===== config.mk =====
export PLATFORM = sky130hd
export DESIGN_NAME = pipelined_carry_adder_flat
export DESIGN_NICKNAME = d
export VERILOG_FILES = /design/src/rtl/pipelined_carry_adder_if.sv /design/src/rtl/pipelined_carry_adder.sv /design/src/flat_wrapper.sv
export SDC_FILE = /design/constraint.sdc
export NUM_CORES = 1
export LEC_CHECK = 0
export ABC_AREA = 1
export ABC_CLOCK_PERIOD_IN_PS = 5630
export CAP_MARGIN = 20
export CORE_AREA = 2 2 96 98
export CTS_CLUSTER_DIAMETER = 150
export DETAILED_ROUTE_END_ITERATION = 8
export DIE_AREA = 0 0 98 100
export DONT_BUFFER_PORTS = 1
export PLACE_DENSITY_LB_ADDON = 0.08
export RECOVER_POWER = 50
export SETUP_SLACK_MARGIN = 0.2
export SLEW_MARGIN = 20
export SYNTH_ARGS = -nofsm -noshare
export SYNTH_HDL_FRONTEND = slang
export SYNTH_SLANG_ARGS = --single-unit

===== constraint.sdc =====
create_clock -name clk -period 5.63 [get_ports clk]
set_clock_uncertainty 0.2 [all_clocks]
set_input_delay 0.563 -clock clk [delete_from_list [all_inputs] [get_ports clk]]
set_output_delay 0.563 -clock clk [all_outputs]
set_load 0.1 [all_outputs]

===== src/rtl/pipelined_carry_adder_if.sv =====
`default_nettype none
// ============================================================================
//  Module      : pipelined_carry_adder_if
//  Description : Operand/result bundle for the pipelined carry adder.
//                master drives operations and reads results; slave is the
//                adder side.
//  Revision    : 1.0 - initial release
// ============================================================================
interface pipelined_carry_adder_if #(
    parameter int WIDTH = 16
);
    logic             in_valid;
    logic [WIDTH-1:0] a;
    logic [WIDTH-1:0] b;
    logic             cin;
    logic             sub;
    logic             out_valid;
    logic [WIDTH-1:0] sum;
    logic             cout;
    logic             ovf;

    modport master (
        output in_valid, a, b, cin, sub,
        input  out_valid, sum, cout, ovf
    );

    modport slave (
        input  in_valid, a, b, cin, sub,
        output out_valid, sum, cout, ovf
    );
endinterface
`default_nettype wire


===== src/rtl/pipelined_carry_adder.sv =====
`default_nettype none
// ============================================================================
//  Module      : pipelined_carry_adder
//  Description : Pipelined ripple-carry adder/subtractor. Each stage ripples
//                one SEG-bit segment and registers its carry for the next
//                stage; result appears STAGES cycles after the operation.
//  Revision    : 1.0 - initial release
// ============================================================================
module pipelined_carry_adder #(
    parameter int WIDTH = 16,
    parameter int SEG   = 4
) (
    input  logic                    clk,
    input  logic                    rst,
    pipelined_carry_adder_if.slave  bus
);
    localparam int STAGES = WIDTH / SEG;

    logic [WIDTH-1:0] w_b_eff;
    logic             w_c0;
    logic             r_cmsb;

    // Subtraction is a + ~b + 1; cin only matters for addition.
    always_comb begin
        w_b_eff = bus.sub ? ~bus.b : bus.b;
        w_c0    = bus.sub | bus.cin;
    end

    // Stage k sees only the operand bits not yet consumed (skew) and carries
    // the sum bits already produced (de-skew), so both shrink/grow per stage.
    for (genvar k = 0; k < STAGES; k++) begin : g_stage
        localparam int R_IN = WIDTH - k * SEG;
        localparam int DONE = (k + 1) * SEG;

        logic            w_v_in;
        logic [R_IN-1:0] w_a_in;
        logic [R_IN-1:0] w_b_in;
        logic            w_c_in;
        logic [SEG:0]    w_seg;
        logic [DONE-1:0] w_s_nxt;

        logic            r_vld;
        logic            r_c;
        logic [DONE-1:0] r_s;

        if (k == 0) begin : g_head
            assign w_v_in  = bus.in_valid;
            assign w_a_in  = bus.a;
            assign w_b_in  = w_b_eff;
            assign w_c_in  = w_c0;
            assign w_s_nxt = w_seg[SEG-1:0];
        end else begin : g_body
            assign w_v_in  = g_stage[k-1].r_vld;
            assign w_a_in  = g_stage[k-1].g_skew.r_a;
            assign w_b_in  = g_stage[k-1].g_skew.r_b;
            assign w_c_in  = g_stage[k-1].r_c;
            assign w_s_nxt = {w_seg[SEG-1:0], g_stage[k-1].r_s};
        end

        // Ripple this stage's segment (lowest SEG bits of the remaining operand).
        always_comb begin
            w_seg = {1'b0, w_a_in[SEG-1:0]} + {1'b0, w_b_in[SEG-1:0]}
                  + {{SEG{1'b0}}, w_c_in};
        end

        // Valid moves every cycle; sum/carry load only with a valid operation.
        always_ff @(posedge clk or posedge rst) begin
            if (rst) begin
                r_vld <= 1'b0;
                r_c   <= 1'b0;
                r_s   <= '0;
            end else begin
                r_vld <= w_v_in;
                if (w_v_in) begin
                    r_c <= w_seg[SEG];
                    r_s <= w_s_nxt;
                end
            end
        end

        if (k < STAGES - 1) begin : g_skew
            logic [R_IN-SEG-1:0] r_a;
            logic [R_IN-SEG-1:0] r_b;

            // Forward the unconsumed operand bits to the next stage.
            always_ff @(posedge clk or posedge rst) begin
                if (rst) begin
                    r_a <= '0;
                    r_b <= '0;
                end else if (w_v_in) begin
                    r_a <= w_a_in[R_IN-1:SEG];
                    r_b <= w_b_in[R_IN-1:SEG];
                end
            end
        end
    end

    // Carry into the MSB, recovered as a ^ b ^ sum at the top bit.
    always_ff @(posedge clk or posedge rst) begin
        if (rst) begin
            r_cmsb <= 1'b0;
        end else if (g_stage[STAGES-1].w_v_in) begin
            r_cmsb <= g_stage[STAGES-1].w_a_in[SEG-1]
                    ^ g_stage[STAGES-1].w_b_in[SEG-1]
                    ^ g_stage[STAGES-1].w_seg[SEG-1];
        end
    end

    assign bus.out_valid = g_stage[STAGES-1].r_vld;
    assign bus.sum       = g_stage[STAGES-1].r_s;
    assign bus.cout      = g_stage[STAGES-1].r_c;
    assign bus.ovf       = r_cmsb ^ g_stage[STAGES-1].r_c;

endmodule
`default_nettype wire

===== src/flat_wrapper.sv =====
// flat-port wrapper written by rule: the top's interface ports become plain ports
module pipelined_carry_adder_flat 
#(
    parameter int WIDTH = 16,
    parameter int SEG   = 4
)
  (clk, rst, bus_in_valid, bus_a, bus_b, bus_cin, bus_sub, bus_out_valid, bus_sum, bus_cout, bus_ovf);
  pipelined_carry_adder_if #(.WIDTH(WIDTH)) bus_i ();
  input  logic clk;
  input  logic rst;
  input wire logic [$bits(bus_i.in_valid)-1:0] bus_in_valid;
  input wire logic [$bits(bus_i.a)-1:0] bus_a;
  input wire logic [$bits(bus_i.b)-1:0] bus_b;
  input wire logic [$bits(bus_i.cin)-1:0] bus_cin;
  input wire logic [$bits(bus_i.sub)-1:0] bus_sub;
  output wire logic [$bits(bus_i.out_valid)-1:0] bus_out_valid;
  output wire logic [$bits(bus_i.sum)-1:0] bus_sum;
  output wire logic [$bits(bus_i.cout)-1:0] bus_cout;
  output wire logic [$bits(bus_i.ovf)-1:0] bus_ovf;
  assign bus_i.in_valid = bus_in_valid;
  assign bus_i.a = bus_a;
  assign bus_i.b = bus_b;
  assign bus_i.cin = bus_cin;
  assign bus_i.sub = bus_sub;
  assign bus_out_valid = bus_i.out_valid;
  assign bus_sum = bus_i.sum;
  assign bus_cout = bus_i.cout;
  assign bus_ovf = bus_i.ovf;
  pipelined_carry_adder #(.WIDTH(WIDTH), .SEG(SEG)) u_core (.clk(clk), .rst(rst), .bus(bus_i));
endmodule

==> results_dict.tcl, run 1 <==
set metrics [dict create \
    cts_hold_buffers 1 \
    totalWireLength_um 7120 \
    port_buffers 0 \
    fp.coreArea_um2 8890 \
    clk_root_buffer_cell "clkbuf_8" \
    timing_hold_violations_final 0 \
    insertedDiodeCount 0 \
    holdCritPathClass "primary input to flip-flop" \
    synth_nets 528 \
    drt-wirelength-per-cell_um 12.2 \
    syn-mean-instance-area_um2 9.10 \
    maxCapViolCount 0 \
    die-width_um 98 \
    rsz0062_at_grt "no" \
    worst-slew-pin-transition_ns 1.16 \
    layout-drive-gt1-share_pct 4.03 \
    floorplan.die_area_um2 9800 \
    vdd_drop_max_mv 0.155 \
    cp-end-kind "output port" \
    tns_ns 0 \
    timing.final.max_slew_violations 0 \
    timing.critical_path.cells "xor2_2" \
    timing.critical_path.from_type "flip-flop" \
    report.final.setup_viol 0 \
    criticalPathCategory "flip-flop to output port" \
    timing.max_slew.rel_slack_pct 22.6 \
    clk_path_buf_depth 2 \
    dp_hpwl_um 4850 \
    slowest_stage "dfrtp_1" \
    cts_num_sinks 97 \
    delay_heaviest_family_cp "flip-flops" \
    timing.final.crit_share_pct 54.4 \
    syn-instance-count 471 \
    dr.first_iter.drc_count 95 \
    cts-buffers-inserted 9 \
    drtPass1Iterations 4 \
    fillerInstances 887 \
    synth_area_um2 4290 \
    worstPathMaxFanout 3 \
    status "complete, no violations" \
    timing.critical_path.required_ns 4.87 \
    power_density_nw_per_um2 401 \
    gr-total-overflow 0 \
    worst_setup_hold_path_clk_slew_ns 0.09 \
    grt_util_all_layers_pct 16.2 \
    area_growth_pct 5.28 \
    initial_utilization_pct 48.2 \
    ys.warnings.count 0 \
    timing.fmax_ghz 0.327 \
    postCtsSetupBuffers 0 \
    worst_skew_pair.late_latency_ns 0.35 \
    number_of_vias_after_detailed_routing 2752 \
    antenna_found_initial 0 \
    cpPeakStageDelay_ns 1.00 \
    drc 0 \
    grt_pass1_wl_um 13000 \
    grt_pass1_vias 2850 \
    pin_count 56 \
    rows 35 \
    htree_levels 3 \
    place_congestion 0.770 \
    finalCriticalPeriod_ns 3.06 \
    final_net_count 523 \
    cts_tree "done" \
    post-layout-total-power_uw 1810 \
    leakage_uw 0.00238 \
    ys_seq_elements 97 \
    final_antenna_net_count 0 \
    post_cts_resize_count 0 \
    grt_max_degree 79 \
    cp.buffers_inverters 0 \
    synthDistinctLibCells 21 \
    die_h_um 100 \
    arrival_ns 2.30 \
    synth_seq_area_share_pct 56.6 \
    utilization_pct 50.8 \
    avgViaCountPerCell 4.73 \
]
-- per-stage QoR --
stage	instances	worst slack [ns]	area [µm²]	hold slack (ns)
4_1_cts	581	2.54	4510	0.00565
2_1_floorplan	471	2.33	4290	0.153
5_1_grt	582	2.53	4510	0.102
6_report	582	2.57	4510	0.117
3_3_place_gp	564	2.95	4300	0.187
3_5_place_dp	564	2.94	4300	0.188
-- cells by family after synthesis --
family	count (synthesis)	synth area share, %
buffers and inverters	36	4.85
AND/OR/NAND/NOR	272	24.2
XOR/XNOR	18	3.68
AO/OA/AOI/OAI	28	3.39
flip-flops	97	56.6
adder cells (fa/ha/maj)	20	7.24
-- path summary, 6_finish.rpt --
path / startpoint / end / slack (ns) / cells after the start
setup / recovery: u_core.bus.cout / bus_ovf / 2.57 / 1
min in group asynchronous: rst / u_core.bus.sum[3] / 0.57 / 2
hold reg to reg: u_core.g_stage[1].r_s[2] / u_core.g_stage[2].r_s[2] / 0.27 / 2
max in group asynchronous: rst / u_core.g_stage[0].g_skew.r_a[6] / 3.26 / 3
hold / removal: bus_in_valid / u_core.g_stage[0].g_skew.r_a[1] / 0.12 / 1
setup reg to reg: u_core.g_stage[0].r_vld / u_core.g_stage[1].r_c / 3.18 / 4
-- synth_stat cells --
cell / n / area share, %
a21oi_1: 6 / 0.70
buf_12: 1 / 0.47
buf_2: 8 / 0.93
buf_4: 8 / 1.4
buf_6: 2 / 0.53
clkbuf_2: 1 / 0.12
dfrtp_1: 97 / 57
fa_1: 8 / 3.7
ha_1: 12 / 3.5
inv_1: 13 / 1.1
inv_2: 3 / 0.26
nand2_1: 248 / 22
nand3_1: 9 / 1.1
nor2_1: 13 / 1.1
o21ai_0: 15 / 1.8
o21ai_1: 5 / 0.58
o31ai_1: 2 / 0.35
or2_1: 1 / 0.15
or2_2: 1 / 0.15
xnor2_1: 12 / 2.5
xor2_1: 6 / 1.2
-- metal layers --
layer  vias up  track usage, %  part of all wire, %
met5         -               0                    0
met4         0            5.13                  1.2
met3         6            4.53                  4.2
met2        58            25.3                   42
met1      1254            22.3                   52
li1       1434               -                    -
-- registers in the layout, indices dropped and copies added (netlist names) --
name / flops
u_core.r_cmsb: 1
u_core.g_stage.g_skew.r_a: 24
u_core.g_stage.g_skew.r_b: 24
u_core.bus.sum: 16
u_core.g_stage.r_vld: 3
u_core.bus.cout: 1
u_core.g_stage.r_c: 3
u_core.g_stage.r_s: 24
u_core.bus.out_valid: 1
-- cells in the final DEF (no fill, tap or decap), drive strengths merged --
| cell type | count |
|---|---|
| o31ai | 2 |
| nand2 | 248 |
| inv | 16 |
| ha | 12 |
| o21ai | 20 |
| clkinvlp | 3 |
| xor2 | 6 |
| clkinv | 2 |
| dlygate4sd3 | 2 |
| clkbuf | 11 |
| nand3 | 9 |
| bufinv | 1 |
| or2 | 2 |
| nor2 | 13 |
| fa | 8 |
| xnor2 | 12 |
| a21oi | 6 |
| buf | 1 |
| dfrtp | 97 |
-- where the power goes --
part / switching [µW] / total [µW] / leakage, µW / internal [µW]
registers: 308 / 1120 / 0.00120 / 808
clock network: 238 / 445 / 0.0000929 / 207
logic: 151 / 250 / 0.00108 / 98.8
total: 697 / 1810 / 0.00238 / 1110
-- area by class of cell --
class                           instances  area [µm²]  area share, %
Clock buffer                           10         128           2.83
Clock inverter                          6        67.6           1.50
Inverter                               16        61.3           1.36
Multi-Input combinational cell        338        1660           36.7
Sequential cell                        97        2430           53.8
Tap cell                              111         139           3.08
Timing Repair Buffer                    4        31.3          0.693
Note: power is estimated with default switching activity, not from simulation.
==> run 2: changes to the inputs <==
- ABC_CLOCK_PERIOD_IN_PS: 5630 -> 2900
- clock period: 5.63 -> 2.9 ns (I/O delays scaled with it)
==> results_dict.tcl, run 2 (synthesis gave the netlist of run 1 again) <==
set metrics [dict create \
    seq_area_um2 2430 \
    area_growth_pct 16.0 \
    postCtsSetupBuffers 0 \
    final_antenna_net_count 0 \
    post_cts_resize_count 0 \
    post-layout-total-power_uw 3790 \
    grt_max_degree 75 \
    dr.first_iter.drc_count 111 \
    rsz0062_at_grt "no" \
    cp-end-kind "output port" \
    report.final.setup_viol 0 \
    rows 35 \
    min_from "bus_a[1]" \
    cts-buffers-inserted 9 \
    htree_levels 3 \
    antenna_found_initial 0 \
    area_occupied_by_multi_input_gates_um2 1660 \
    worst_setup_hold_path_clk_slew_ns 0.10 \
    mostFrequentLayoutCell "nand2_1" \
    slowest_stage "clkbuf_1" \
    drt-wirelength-per-cell_um 12.3 \
    fillerInstances 799 \
    delay_heaviest_family_cp "buffers and inverters" \
    worst-slew-pin-transition_ns 1.19 \
    clk_root_buffer_cell "clkbuf_8" \
    worst_skew_pair.late_latency_ns 0.36 \
    cpPeakStageDelay_ns 0.88 \
    timing.final.max_slew_violations 0 \
    arrival_ns 1.57 \
    cts_tree "done" \
    power_density_nw_per_um2 762 \
    layout_top_registers "u_core.g_stage.g_skew.r_a (24), u_core.g_stage.g_skew.r_b (24), u_core.g_stage.r_s (24)" \
    port_buffers 0 \
    grt_pass1_vias 2956 \
    holdCritPathClass "primary input to flip-flop" \
    maxCapViolCount 0 \
    timing.critical_path.from_type "flip-flop" \
    place_congestion 0.757 \
    layout_common_cells "nand2_1 (248), dfrtp_1 (97), dlygate4sd3_1 (38)" \
    vdd_drop_max_mv 0.314 \
    status "complete, no violations" \
    timing.critical_path.required_ns 2.41 \
    initial_utilization_pct 48.2 \
    floorplan.die_area_um2 9800 \
    dp_hpwl_um 5030 \
    die_h_um 100 \
    criticalPathCategory "flip-flop to output port" \
    avgViaCountPerCell 4.70 \
    gr-total-overflow 0 \
    reg2reg_from "u_core.g_stage[2].g_skew.r_b[0]" \
    number_of_vias_after_detailed_routing 2930 \
    leakage_uw 0.00258 \
    totalWireLength_um 7650 \
    final_net_count 564 \
    timing.max_slew.rel_slack_pct 20.4 \
    layout-drive-gt1-share_pct 5.27 \
    finalCriticalPeriod_ns 2.06 \
    timing_hold_violations_final 0 \
    launch_point_of_the_worst_path "u_core.bus.sum[15]" \
    clk_path_buf_depth 2 \
    timing.fmax_ghz 0.487 \
    drtPass1Iterations 4 \
    worstPathMaxFanout 2 \
    timing.critical_path.cells "clkbuf_1" \
    cp.buffers_inverters 1 \
    grt_util_all_layers_pct 17.2 \
    pin_count 56 \
    fp.coreArea_um2 8890 \
    insertedDiodeCount 0 \
    cts_num_sinks 97 \
    timing.final.crit_share_pct 70.9 \
    grt_pass1_wl_um 13700 \
    tns_ns 0 \
    die-width_um 98 \
    drc 0 \
]
run 2: changes by cell type in the layout (fill, tap and decap cells not counted), moves of 2 or more:
cell,delta
dlygate4sd3_1,+36
o21ai_0,-5
o21ai_1,+5
buf_4,+3
inv_1,-3
inv_2,+3
bufinv_16,+2
run 2: report_power, final:
group	internal (µW)	switching (µW)
combinational	248	374
sequential	1570	537
clock	580	479
run 2: what timing repair did:
item,4_1_cts,5_1_grt
hold buffers,38,0
hold endpoints to repair,52,0
endpoints found under the setup margin,0,0
run 2: final timing paths:
path	end	depth (start not counted)	slack, ns
worst max register to register	u_core.bus.cout	6	0.96
worst max-delay path	bus_sum[15]	1	0.84
min in group asynchronous	u_core.g_stage[0].g_skew.r_a[6]	2	0.41
worst min-delay path	u_core.g_stage[0].r_s[1]	3	0.01
worst min register to register	u_core.g_stage[2].r_s[0]	2	0.28
max in group asynchronous	u_core.g_stage[0].g_skew.r_a[4]	3	1.20
run 2: routing by layer:
layer  up-vias  GRT usage (%)  share of wire [%]
li1       1518              -                  -
met1      1350           23.5                 50
met2        56           27.1                 44
met3         6           4.94                4.3
met4         0           4.81               0.97
met5         -              0                  0
run 2: layout make-up:
class                           instances  area share [%]
Clock inverter                          7            2.49
Multi-Input combinational cell        338            33.4
Inverter                               16            1.23
Timing Repair Buffer                   45            8.81
Sequential cell                        97            48.8
Tap cell                              111            2.79
Clock buffer                            9            2.49
run 2: per-stage QoR:
| step | worst slack, ns | instances | instance area [µm²] | hold slack (ns) | utilization (%) |
|---|---|---|---|---|---|
| after floorplan | 0.508 | 471 | 4300 | 0.121 | - |
| after global placement | 0.943 | 569 | 4350 | 0.0366 | 49.0 |
| after detailed placement | 0.891 | 569 | 4350 | 0.0383 | 49.0 |
| after CTS | 0.950 | 623 | 4980 | 0.00152 | 56.0 |
| after global routing | 0.771 | 623 | 4970 | 0.0141 | 55.9 |
| final | 0.845 | 623 | 4970 | 0.0125 | 55.9 |
